**config.mk**
```make
export PLATFORM = sky130hd
export DESIGN_NAME = multicycle_controller
export DESIGN_NICKNAME = d
export VERILOG_FILES = /design/src/rtl/multicycle_controller.sv
export SDC_FILE = /design/constraint.sdc
export NUM_CORES = 1
export LEC_CHECK = 0
export ABC_AREA = 1
export CAP_MARGIN = 20
export CORE_ASPECT_RATIO = 1.4
export CORE_MARGIN = 1.5
export CORE_UTILIZATION = 30
export DETAILED_ROUTE_END_ITERATION = 16
export SETUP_SLACK_MARGIN = 0.3
export SLEW_MARGIN = 20
export SYNTH_ARGS = -nofsm -noshare
export SYNTH_HDL_FRONTEND = slang
export SYNTH_SLANG_ARGS = --single-unit
```
**constraint.sdc**
```tcl
create_clock -name clk_i -period 4.3 [get_ports clk_i]
set_input_delay 1.075 -clock clk_i [delete_from_list [all_inputs] [get_ports clk_i]]
set_output_delay 1.075 -clock clk_i [all_outputs]
set_load 0.02 [all_outputs]
```
**src/rtl/multicycle_controller.sv**
```systemverilog
// Main control FSM for the multi-cycle RV32I core: sequences ALU, memory
// port and writeback mux per instruction, stalls on mem_ready_i.
//
// Ports:
//   clk_i, reset_i        clock, async active-high reset
//   op_i/funct3_i/funct7b5_i  instruction fields
//   zero_i                ALU zero flag
//   mem_ready_i           memory completes current access this cycle
//   *_o                   datapath enables/selects (zero while reset_i=1)
//   instr_count_o         retired-instruction counter
module multicycle_controller #(
  parameter int CNT_W = 32
) (
  input  logic             clk_i,
  input  logic             reset_i,
  input  logic [6:0]       op_i,
  input  logic [2:0]       funct3_i,
  input  logic             funct7b5_i,
  input  logic             zero_i,
  input  logic             mem_ready_i,
  output logic             pc_write_o,
  output logic             adr_src_o,
  output logic             mem_read_o,
  output logic             mem_write_o,
  output logic             ir_write_o,
  output logic             reg_write_o,
  output logic [1:0]       result_src_o,
  output logic [1:0]       alu_src_a_o,
  output logic [1:0]       alu_src_b_o,
  output logic [2:0]       alu_control_o,
  output logic [1:0]       imm_src_o,
  output logic             illegal_instr_o,
  output logic [CNT_W-1:0] instr_count_o
);

  localparam logic [6:0] OP_LW  = 7'b0000011;
  localparam logic [6:0] OP_SW  = 7'b0100011;
  localparam logic [6:0] OP_R   = 7'b0110011;
  localparam logic [6:0] OP_I   = 7'b0010011;
  localparam logic [6:0] OP_BEQ = 7'b1100011;
  localparam logic [6:0] OP_JAL = 7'b1101111;

  typedef enum logic [3:0] {
    S_FETCH, S_DECODE, S_MEMADR, S_MEMREAD, S_MEMWB,
    S_MEMWRITE, S_EXECR, S_EXECI, S_ALUWB, S_BEQ, S_JAL
  } state_t;

  state_t           state_q, state_d;
  logic [CNT_W-1:0] cnt_q, cnt_d;
  logic             retire;
  logic [2:0]       alu_fn;

  // State register and retirement counter
  always_ff @(posedge clk_i or posedge reset_i) begin
    if (reset_i) begin
      state_q <= S_FETCH;
      cnt_q   <= '0;
    end else begin
      state_q <= state_d;
      cnt_q   <= cnt_d;
    end
  end

  // Next-state logic
  always_comb begin
    state_d = state_q;
    unique case (state_q)
      S_FETCH:    if (mem_ready_i) state_d = S_DECODE;
      S_DECODE: begin
        case (op_i)
          OP_LW, OP_SW: state_d = S_MEMADR;
          OP_R:         state_d = S_EXECR;
          OP_I:         state_d = S_EXECI;
          OP_BEQ:       state_d = S_BEQ;
          OP_JAL:       state_d = S_JAL;
          default:      state_d = S_FETCH;
        endcase
      end
      S_MEMADR:   state_d = (op_i == OP_LW) ? S_MEMREAD
                                            : S_MEMWRITE;
      S_MEMREAD:  if (mem_ready_i) state_d = S_MEMWB;
      S_MEMWB:    state_d = S_FETCH;
      S_MEMWRITE: if (mem_ready_i) state_d = S_FETCH;
      S_EXECR:    state_d = S_ALUWB;
      S_EXECI:    state_d = S_ALUWB;
      S_ALUWB:    state_d = S_FETCH;
      S_BEQ:      state_d = S_FETCH;
      S_JAL:      state_d = S_ALUWB;
      default:    state_d = S_FETCH;
    endcase
  end

  // Only completed instructions retire; illegal DECODE exit does not
  always_comb begin
    retire = (state_q == S_MEMWB) || (state_q == S_ALUWB) ||
             (state_q == S_BEQ) ||
             ((state_q == S_MEMWRITE) && mem_ready_i);
    cnt_d  = cnt_q + CNT_W'(retire);
  end

  // ALU function decode (sub only for R-type with funct7b5)
  always_comb begin
    unique case (funct3_i)
      3'b000:  alu_fn = (op_i[5] && funct7b5_i) ? 3'b001 : 3'b000;
      3'b010:  alu_fn = 3'b101;
      3'b110:  alu_fn = 3'b011;
      3'b111:  alu_fn = 3'b010;
      default: alu_fn = 3'b000;
    endcase
  end

  // Output logic; reset gates everything so FETCH's mem_read
  // cannot leak while the core is held in reset
  always_comb begin
    pc_write_o      = 1'b0;
    adr_src_o       = 1'b0;
    mem_read_o      = 1'b0;
    mem_write_o     = 1'b0;
    ir_write_o      = 1'b0;
    reg_write_o     = 1'b0;
    result_src_o    = 2'b00;
    alu_src_a_o     = 2'b00;
    alu_src_b_o     = 2'b00;
    alu_control_o   = 3'b000;
    illegal_instr_o = 1'b0;
    case (op_i)
      OP_SW:   imm_src_o = 2'b01;
      OP_BEQ:  imm_src_o = 2'b10;
      OP_JAL:  imm_src_o = 2'b11;
      default: imm_src_o = 2'b00;
    endcase
    unique case (state_q)
      S_FETCH: begin
        mem_read_o   = 1'b1;
        alu_src_b_o  = 2'b10;
        result_src_o = 2'b10;
        ir_write_o   = mem_ready_i;
        pc_write_o   = mem_ready_i;
      end
      S_DECODE: begin
        alu_src_a_o = 2'b01;
        alu_src_b_o = 2'b01;
        case (op_i)
          OP_LW, OP_SW, OP_R, OP_I, OP_BEQ, OP_JAL: ;
          default: illegal_instr_o = 1'b1;
        endcase
      end
      S_MEMADR: begin
        alu_src_a_o = 2'b10;
        alu_src_b_o = 2'b01;
      end
      S_MEMREAD: begin
        adr_src_o  = 1'b1;
        mem_read_o = 1'b1;
      end
      S_MEMWB: begin
        result_src_o = 2'b01;
        reg_write_o  = 1'b1;
      end
      S_MEMWRITE: begin
        adr_src_o   = 1'b1;
        mem_write_o = 1'b1;
      end
      S_EXECR: begin
        alu_src_a_o   = 2'b10;
        alu_control_o = alu_fn;
      end
      S_EXECI: begin
        alu_src_a_o   = 2'b10;
        alu_src_b_o   = 2'b01;
        alu_control_o = alu_fn;
      end
      S_ALUWB: reg_write_o = 1'b1;
      S_BEQ: begin
        alu_src_a_o   = 2'b10;
        alu_control_o = 3'b001;
        pc_write_o    = zero_i;
      end
      S_JAL: begin
        alu_src_a_o = 2'b01;
        alu_src_b_o = 2'b10;
        pc_write_o  = 1'b1;
      end
      default: ;
    endcase
    if (reset_i) begin
      pc_write_o      = 1'b0;
      adr_src_o       = 1'b0;
      mem_read_o      = 1'b0;
      mem_write_o     = 1'b0;
      ir_write_o      = 1'b0;
      reg_write_o     = 1'b0;
      result_src_o    = 2'b00;
      alu_src_a_o     = 2'b00;
      alu_src_b_o     = 2'b00;
      alu_control_o   = 3'b000;
      imm_src_o       = 2'b00;
      illegal_instr_o = 1'b0;
    end
  end

  assign instr_count_o = cnt_q;

endmodule

```
==> results by group <==
Placement
  – Sum of net half-perimeters after detailed placement: approximately 4.9 mm
  – Worst slack, placed: approximately 330 ps
  – Port buffer count: 64
  – Last weighted congestion value of the routability-driven placer: between 0.8 and 0.9

Power
  – Static leakage: roughly 0.0014 uW
  – Post-layout power: roughly 940 uW
  – Worst VDD drop: a little under 0.2 mV
  – Power density cells: a little under 300 nW/um^2

Global routing
  – Vias in the first global route: between 2000 and 2500
  – Grt ovf: 0
  – Maximum number of pins on one net before global-route repair: 33
  – All-Layer GR Usage: between 10% and 20%
  – Number of antenna violations at the first check in global routing: 0
  – First-pass GRT wire length: about 10 mm

Synth
  – Portion of the post-synthesis area used by sequential elements: 39.32%
  – Largest area contributor in the netlist: sky130_fd_sc_hd__dfrtp_1
  – Count of warnings emitted by yosys: 0
  – Proportion of synthesized area in mux cells: 0%
  – Simple-Gate Fraction of Synth Area: between 40 and 50%
  – Flip-flop and latch count after synthesis: 36
  – Avg Cell Area, Syn: roughly 7.0 sq um
  – Netlist cell types: 26
  – Synth Instances: between 300 and 400
  – Largest family of logic cells by synthesized area: simple AND/OR/NAND/NOR gates
  – Xor-xnor portion of the synthesized cell area: 5.735%
  – Synthesized-area fraction occupied by adder cells: 1.092%
  – Post-Syn Nets: ~350
  – Cells taking the most area after synthesis: sky130_fd_sc_hd__dfrtp_1 39%, sky130_fd_sc_hd__nand2_1 19%, sky130_fd_sc_hd__nor2_1 9.0%
  – Post-Synthesis Cell Area: 2291 sq um
  – Synth Area in Compound Gates: roughly 3.5%
  – Top-area cell type share of the netlist area: about two fifths

Timing
  – Clock period minus final worst setup slack: 3848 ps
  – Final worst path period share: between 80% and 90%
  – Peak clock frequency supported by timing: around 260 MHz
  – Final setup viols: 0
  – RSZ-0062 raised after global routing: false
  – Final max-slew violation count: 0
  – Final worst-path setup slack: 451.5 ps
  – Hold_ws: between 400 and 500 ps
  – Actual transition at the worst max-transition pin: between 400 and 500 ps
  – Post-route setup TNS: 0 ps
  – Final setup skew: 4.485 ps
  – Worst slew slack as a fraction of its limit: 72.53%
  – Count of final hold-check violations: 0

Clocking
  – Source-to-sink clock delay at the later pin of the worst-skew pair: 290 ps
  – Clock Tree Buf Depth: 2
  – Clock tree from TritonCTS: yes
  – CTS sink cnt: 36
  – Clock transition at the register clock pins on the worst setup and hold paths after CTS: 70 ps
  – H-tree depth: 2
  – Number of CTS-inserted buffers: 5
  – Number of setup buffers added after CTS: 0
  – Clock tree root driver cell: sky130_fd_sc_hd__clkbuf_8

Worst setup path
  – Required time worst endpoint: around 3200 ps
  – Reg2reg start: state_q[1]
  – Critical setup path kind: in2out
  – Data arrival time at the worst-slack endpoint: about 2800 ps
  – Endpoint class of the critical path: output pin
  – Setup crit start kind: primary input
  – Maximum net fanout on the critical path: 6
  – Setup slack on the worst flop-to-flop path: ~1900 ps
  – Worst reg2reg endpoint: instr_count_o[18]
  – Cell depth of the worst flop-to-flop path: 14

Hold path
  – Hold depth: 2
  – Min-delay worst type: reg2reg
  – Hold EP: instr_count_o[31]
  – Start point of the worst min-delay path: instr_count_o[31]

Route
  – Sum of routed wire length over all layers: 6.090 mm
  – Number of violations reported at the end of detailed-routing iteration 0: 97
  – Remaining design rule violation count: 0
  – Mean number of vias per cell: 4.646
  – Length of the first detailed-routing pass in iterations: 4
  – Number of antenna-violating nets in the routed design: 0
  – Vias: about 2300
  – Routed wire length per instance: 12.25 um

Floorplan
  – Die Span Y: 106.4 um
  – Effective utilization at floorplan: between 30% and 40%
  – Die Span X: around 77 um
  – Placement Rows: 37
  – I/O pin count: 65
  – Die ar.: a little over 8000 sq um
  – Floorplan core area: 7361 sq um

Final layout
  – Nets: between 400 and 500
  – Area of combinational cells with multiple inputs: about 1300 sq um
  – Sequential cell area: about 900 sq um
  – Fraction of final layout cells sized beyond drive strength 1: 9.000%
  – Post-Route Utilization: a little over two fifths
  – Commonest non-fill, non-tap cells in the layout: 114 x sky130_fd_sc_hd__nand2_1, 64 x sky130_fd_sc_hd__clkdlybuf4s50_1, 54 x sky130_fd_sc_hd__nor2_1
  – Most common library cell in the layout ignoring fill and taps: sky130_fd_sc_hd__nand2_1
  – Layout filler cell count: 754
  – Layout area overhead: 38.34%
  – Antenna diode count: 0

Job
  – Reported max-cap violation count: 0

Status
  – Outcome: completed
==> per-stage QoR <==
step | std cells | cell area, sq um
after floorplan | 329 | 2291
after global placement | 489 | 3050
after detailed placement | 489 | 3050
after CTS | 497 | 3158
after global routing | 497 | 3169
final | 497 | 3169
==> layout make-up <==
type | count | area share (%)
flip-flops and latches | 36 | 28.42
repair buffers | 66 | 20.69
well taps | 97 | 3.829
clock inverters | 2 | 1.105
multi-input cells | 257 | 39.64
clock buffers | 6 | 2.290
inverters | 33 | 4.027
==> cell families after synthesis <==
family	after synthesis
adders and majority gates	2
AOI/OAI and AO/OA	14
DFF	36
xor gates and xnor gates	15
and+or+nand+nor	226
buffers and inverters	36
==> how the worst max path moves through the flow <==
| stage | start | to | slack [ps] | cells after the start |
|---|---|---|---|---|
| after CTS | op_i[1] | imm_src_o[0] | 310 | 7 |
| after global placement | op_i[1] | imm_src_o[0] | 390 | 7 |
| final | op_i[1] | imm_src_o[0] | 450 | 7 |
| after global routing | op_i[0] | imm_src_o[0] | 310 | 7 |
| after detailed placement | op_i[1] | imm_src_o[0] | 330 | 7 |
| after floorplan | reset_i | mem_read_o | 360 | 4 |
==> flip-flops by register name, summed over array words and instances, names as in the netlist <==
| name | cells |
|---|---|
| instr_count_o | 32 |
| state_q | 4 |
==> where the power goes <==
group / switching, uW / internal, uW / total [uW]
clock network: 124 / 172 / 296
registers: 27.5 / 360 / 388
logic: 146 / 109 / 255
total: 298 / 641 / 939
==> cells in the mapped netlist <==
cell type	count
sky130_fd_sc_hd__a31oi_1	2
sky130_fd_sc_hd__o21bai_1	1
sky130_fd_sc_hd__nor2_2	8
sky130_fd_sc_hd__nand2_2	5
sky130_fd_sc_hd__nand3b_1	13
sky130_fd_sc_hd__o21ai_0	6
sky130_fd_sc_hd__buf_2	2
sky130_fd_sc_hd__o211ai_1	2
sky130_fd_sc_hd__nand2_4	1
sky130_fd_sc_hd__inv_1	26
sky130_fd_sc_hd__nor2_4	4
sky130_fd_sc_hd__nor2_1	55
sky130_fd_sc_hd__and3_1	1
sky130_fd_sc_hd__ha_1	2
sky130_fd_sc_hd__nand2_1	114
sky130_fd_sc_hd__xor2_1	10
sky130_fd_sc_hd__clkinv_1	1
sky130_fd_sc_hd__xnor2_1	5
sky130_fd_sc_hd__nand4_1	3
sky130_fd_sc_hd__inv_2	6
sky130_fd_sc_hd__nor4_1	2
sky130_fd_sc_hd__nand3_1	19
sky130_fd_sc_hd__nand3_2	1
sky130_fd_sc_hd__buf_4	1
sky130_fd_sc_hd__dfrtp_1	36
sky130_fd_sc_hd__a21oi_1	3
==> worst max-delay path, stage by stage <==
cell,delay (ps)
sky130_fd_sc_hd__clkdlybuf4s50_1,470
sky130_fd_sc_hd__nand2_1,90
sky130_fd_sc_hd__nor2_4,160
sky130_fd_sc_hd__nand2_1,90
sky130_fd_sc_hd__o21ai_0,100
sky130_fd_sc_hd__and3_1,190
sky130_fd_sc_hd__clkdlybuf4s50_1,600
==> layer usage <==
layer	GRT usage, %	wire, um	vias to the layer above
met5	0	0	-
met4	7.011	165	0
met3	3.262	300	11
met2	29.84	3216	66
met1	16.76	2408	1056
li1	-	-	1176
==> timing repair <==
| action | CTS | global route |
|---|---|---|
| setup endpoints to repair | 0 | 3 |
| hold buffers | 0 | 0 |
| gates resized for setup | 0 | 3 |
(Power assumes the default switching activity.)
==> RTL change (config.mk and constraints unchanged) <==
The 11 states of `state_t` get a one-hot encoding in 11 bits.
--- a/src/rtl/multicycle_controller.sv
+++ b/src/rtl/multicycle_controller.sv
@@ -40,9 +40,9 @@
   localparam logic [6:0] OP_BEQ = 7'b1100011;
   localparam logic [6:0] OP_JAL = 7'b1101111;
 
-  typedef enum logic [3:0] {
-    S_FETCH, S_DECODE, S_MEMADR, S_MEMREAD, S_MEMWB,
-    S_MEMWRITE, S_EXECR, S_EXECI, S_ALUWB, S_BEQ, S_JAL
+  typedef enum logic [10:0] {
+    S_FETCH = 11'b00000000001, S_DECODE = 11'b00000000010, S_MEMADR = 11'b00000000100, S_MEMREAD = 11'b00000001000, S_MEMWB = 11'b00000010000,
+    S_MEMWRITE = 11'b00000100000, S_EXECR = 11'b00001000000, S_EXECI = 11'b00010000000, S_ALUWB = 11'b00100000000, S_BEQ = 11'b01000000000, S_JAL = 11'b10000000000
   } state_t;
 
   state_t           state_q, state_d;
Behaviour: no difference found for any inputs over 10 cycles, from zero or initial values and one cycle with reset_i high; not proved beyond that.
==> RTL change against the original RTL <==
  * Setup slack lost 0.012 ns
  * Sequential cell count grew 7
  * Area after synthesis grew 13%
  * Clock power grew 47%
  * Via count grew 1.6%
  * First-iteration DRC count shrank 16%
  * Register-to-register slack lost 0.40 ns
  * Final area grew 12%
  * Fmax shrank 0.31%
  * Routed wire length grew 6.8%
  * Global-route usage shrank 0.54 points
  * Power grew 17%
  * Highest routed layer unchanged
==> RTL change: results (changes against the original RTL) <==
{| class="wikitable"
! Metric !! Value
|-
| Met1 GRT Util || 16.79% (was 16.76%)
|-
| Slew headroom || 61.76% (was 72.53%)
|-
| Later-pin clock latency in the skew report || 0.28 ns
|-
| Filler cells || 849 (was 754)
|-
| Static Leakage || 1.598 nW (was 1.401 nW)
|-
| Share of the yosys chip area belonging to registers || 41.59% (was 39.32%)
|-
| Clock buffers created by TritonCTS || 5 (unchanged)
|-
| Routability Congestion || 0.8424 (was 0.8894)
|-
| Clock-pin slew of the registers on the worst-case setup and hold paths || 0.06 ns
|-
| Worst IR Drop VDD || 0.1468 mV (was 0.1961 mV)
|-
| YS warnings || 0 (unchanged)
|-
| Root buffer selected by CTS || clkbuf_16 (was clkbuf_8)
|-
| Global routing usage on met2 || 27.55% (was 29.84%)
|-
| Standard cell with the maximum stage delay on the critical path || clkdlybuf4s50_1 (unchanged)
|-
| Number of buffers on the longest clock path || 2 (unchanged)
|-
| First-pass GRT wire length || 10900 microns (was 10290 microns)
|-
| DR iter-0 viols || 81 (was 97)
|-
| Via count of the first global-routing pass || 2389 (was 2295)
|-
| Data arrival at the endpoint of the critical path || 2.79 ns (was 2.77 ns)
|-
| IO buf count || 64 (unchanged)
|-
| Routed len/inst || 12.93 microns (was 12.25 microns)
|-
| GR Util met3 || 3.710% (was 3.262%)
|-
| Worst Path Max Fanout || 5 (was 6)
|-
| Share of cell area taken by muxes after synthesis || 0% (unchanged)
|-
| Level count of the clock H-tree || 2 (unchanged)
|-
| Biggest area contributors in the synthesized netlist || dfrtp_1, nand2_1, nor2_1 (unchanged)
|-
| Mapped Nets || 347 (was 346)
|-
| All-layer global routing usage || 15.33% (was 15.87%)
|-
| Vias per cell || 4.662 (was 4.646)
|-
| Result of the run || complete, no violations (unchanged)
|-
| Sum of net half-perimeters after detailed placement || 5246 microns (was 4939 microns)
|-
| Antenna violations before repair || 0 (unchanged)
|-
| Tightest Hold Check Type || reg -> reg (unchanged)
|-
| Parity-gate share of the synthesized area counting xor and xnor cells || 9.130% (was 5.735%)
|-
| Number of library cell types mapped by synthesis || 34 (was 26)
|-
| CP max stage delay || 0.61 ns
|-
| Post-synthesis share of cell area spent on full adders, half adders and majority gates || 1.449% (was 1.092%)
|-
| Number of antenna cells inserted || 0 (unchanged)
|-
| Maximum number of pins on one net before global-route repair || 44 (was 33)
|-
| Ys flop type || dfrtp_1 (unchanged)
|-
| Area after detailed placement || 0.003366 sq mm (was 0.003050 sq mm)
|-
| Async SR Flop Fraction || 100.0% (unchanged)
|-
| Setup repair bufs after CTS || 0 (unchanged)
|-
| Synth Area in Compound Gates || 4.106% (was 3.495%)
|-
| Max Clock Skew || 0.004597 ns (was 0.004485 ns)
|-
| Post-layout net count || 418 (was 416)
|-
| Most used standard cells in the synthesized netlist || nand2_1, nor2_1, dfrtp_1 (unchanged)
|-
| Flip-flop count of the largest register, all copies and words added || 32 (unchanged)
|-
| Cell type group with the largest total delay on the critical path || buffers and inverters (unchanged)
|-
| First drt pass iteration count || 5 (was 4)
|-
| Layout cells sized above 1 || 12.47% (was 9.000%)
|}
## RTL change: cell count changes in the layout (fill, tap and decap cells not counted), sizes merged, moves of 9 or more
cell / delta
inv: +13
nand2: -38
nand3b: -9
nand4: +9
nor2: -10
nor3: +18
## RTL change: area by class of cell
class	count	area, sq um	share of cell area [%]
Clock buffer	5	125.1	3.535
Clock inverter	3	43.79	1.237
Inverter	46	172.7	4.878
Multi-Input combinational cell	238	1333	37.65
Sequential cell	43	1077	30.43
Tap cell	102	127.6	3.606
Timing Repair Buffer	66	660.6	18.66
## RTL change: timing repair
item                                   4_1_cts  5_1_grt
setup endpoints to repair                    0        2
gates resized for setup                      0        2
endpoints found under the hold margin        0        0
## RTL change: layer usage
layer | part of all wire [%] | vias up
met5 | 0 | -
met4 | 2.9 | 0
met3 | 6.7 | 15
met2 | 52 | 75
met1 | 39 | 1072
li1 | - | 1183
## RTL change: path summary, 6_finish.rpt
path	from	to	slack, ns	cells after the start
worst max-delay path	op_i[4]	imm_src_o[1]	0.44	9
worst min-delay path	instr_count_o[31]	instr_count_o[31]	0.48	2
worst max register to register	state_q[9]	instr_count_o[24]	1.48	13
worst min register to register	instr_count_o[31]	instr_count_o[31]	0.48	2
max in group asynchronous	reset_i	instr_count_o[0]	2.41	3
min in group asynchronous	reset_i	instr_count_o[31]	1.50	3
## RTL change: through the flow
step	hold slack [ns]	setup WS (ns)	std cells
global route	0.5115	0.3362	503
global placement	0.4747	0.4409	495
CTS	0.4901	0.3980	503
detailed placement	0.4749	0.4154	495
finish	0.4841	0.4394	503
floorplan	0.4835	0.3364	329
## RTL change: power by group
part           internal (W)  total (W)  switching [W]
registers          0.000420   0.000430     0.00000981
clock network      0.000274   0.000434       0.000160
logic             0.0000890   0.000230       0.000141
total              0.000783    0.00109       0.000311
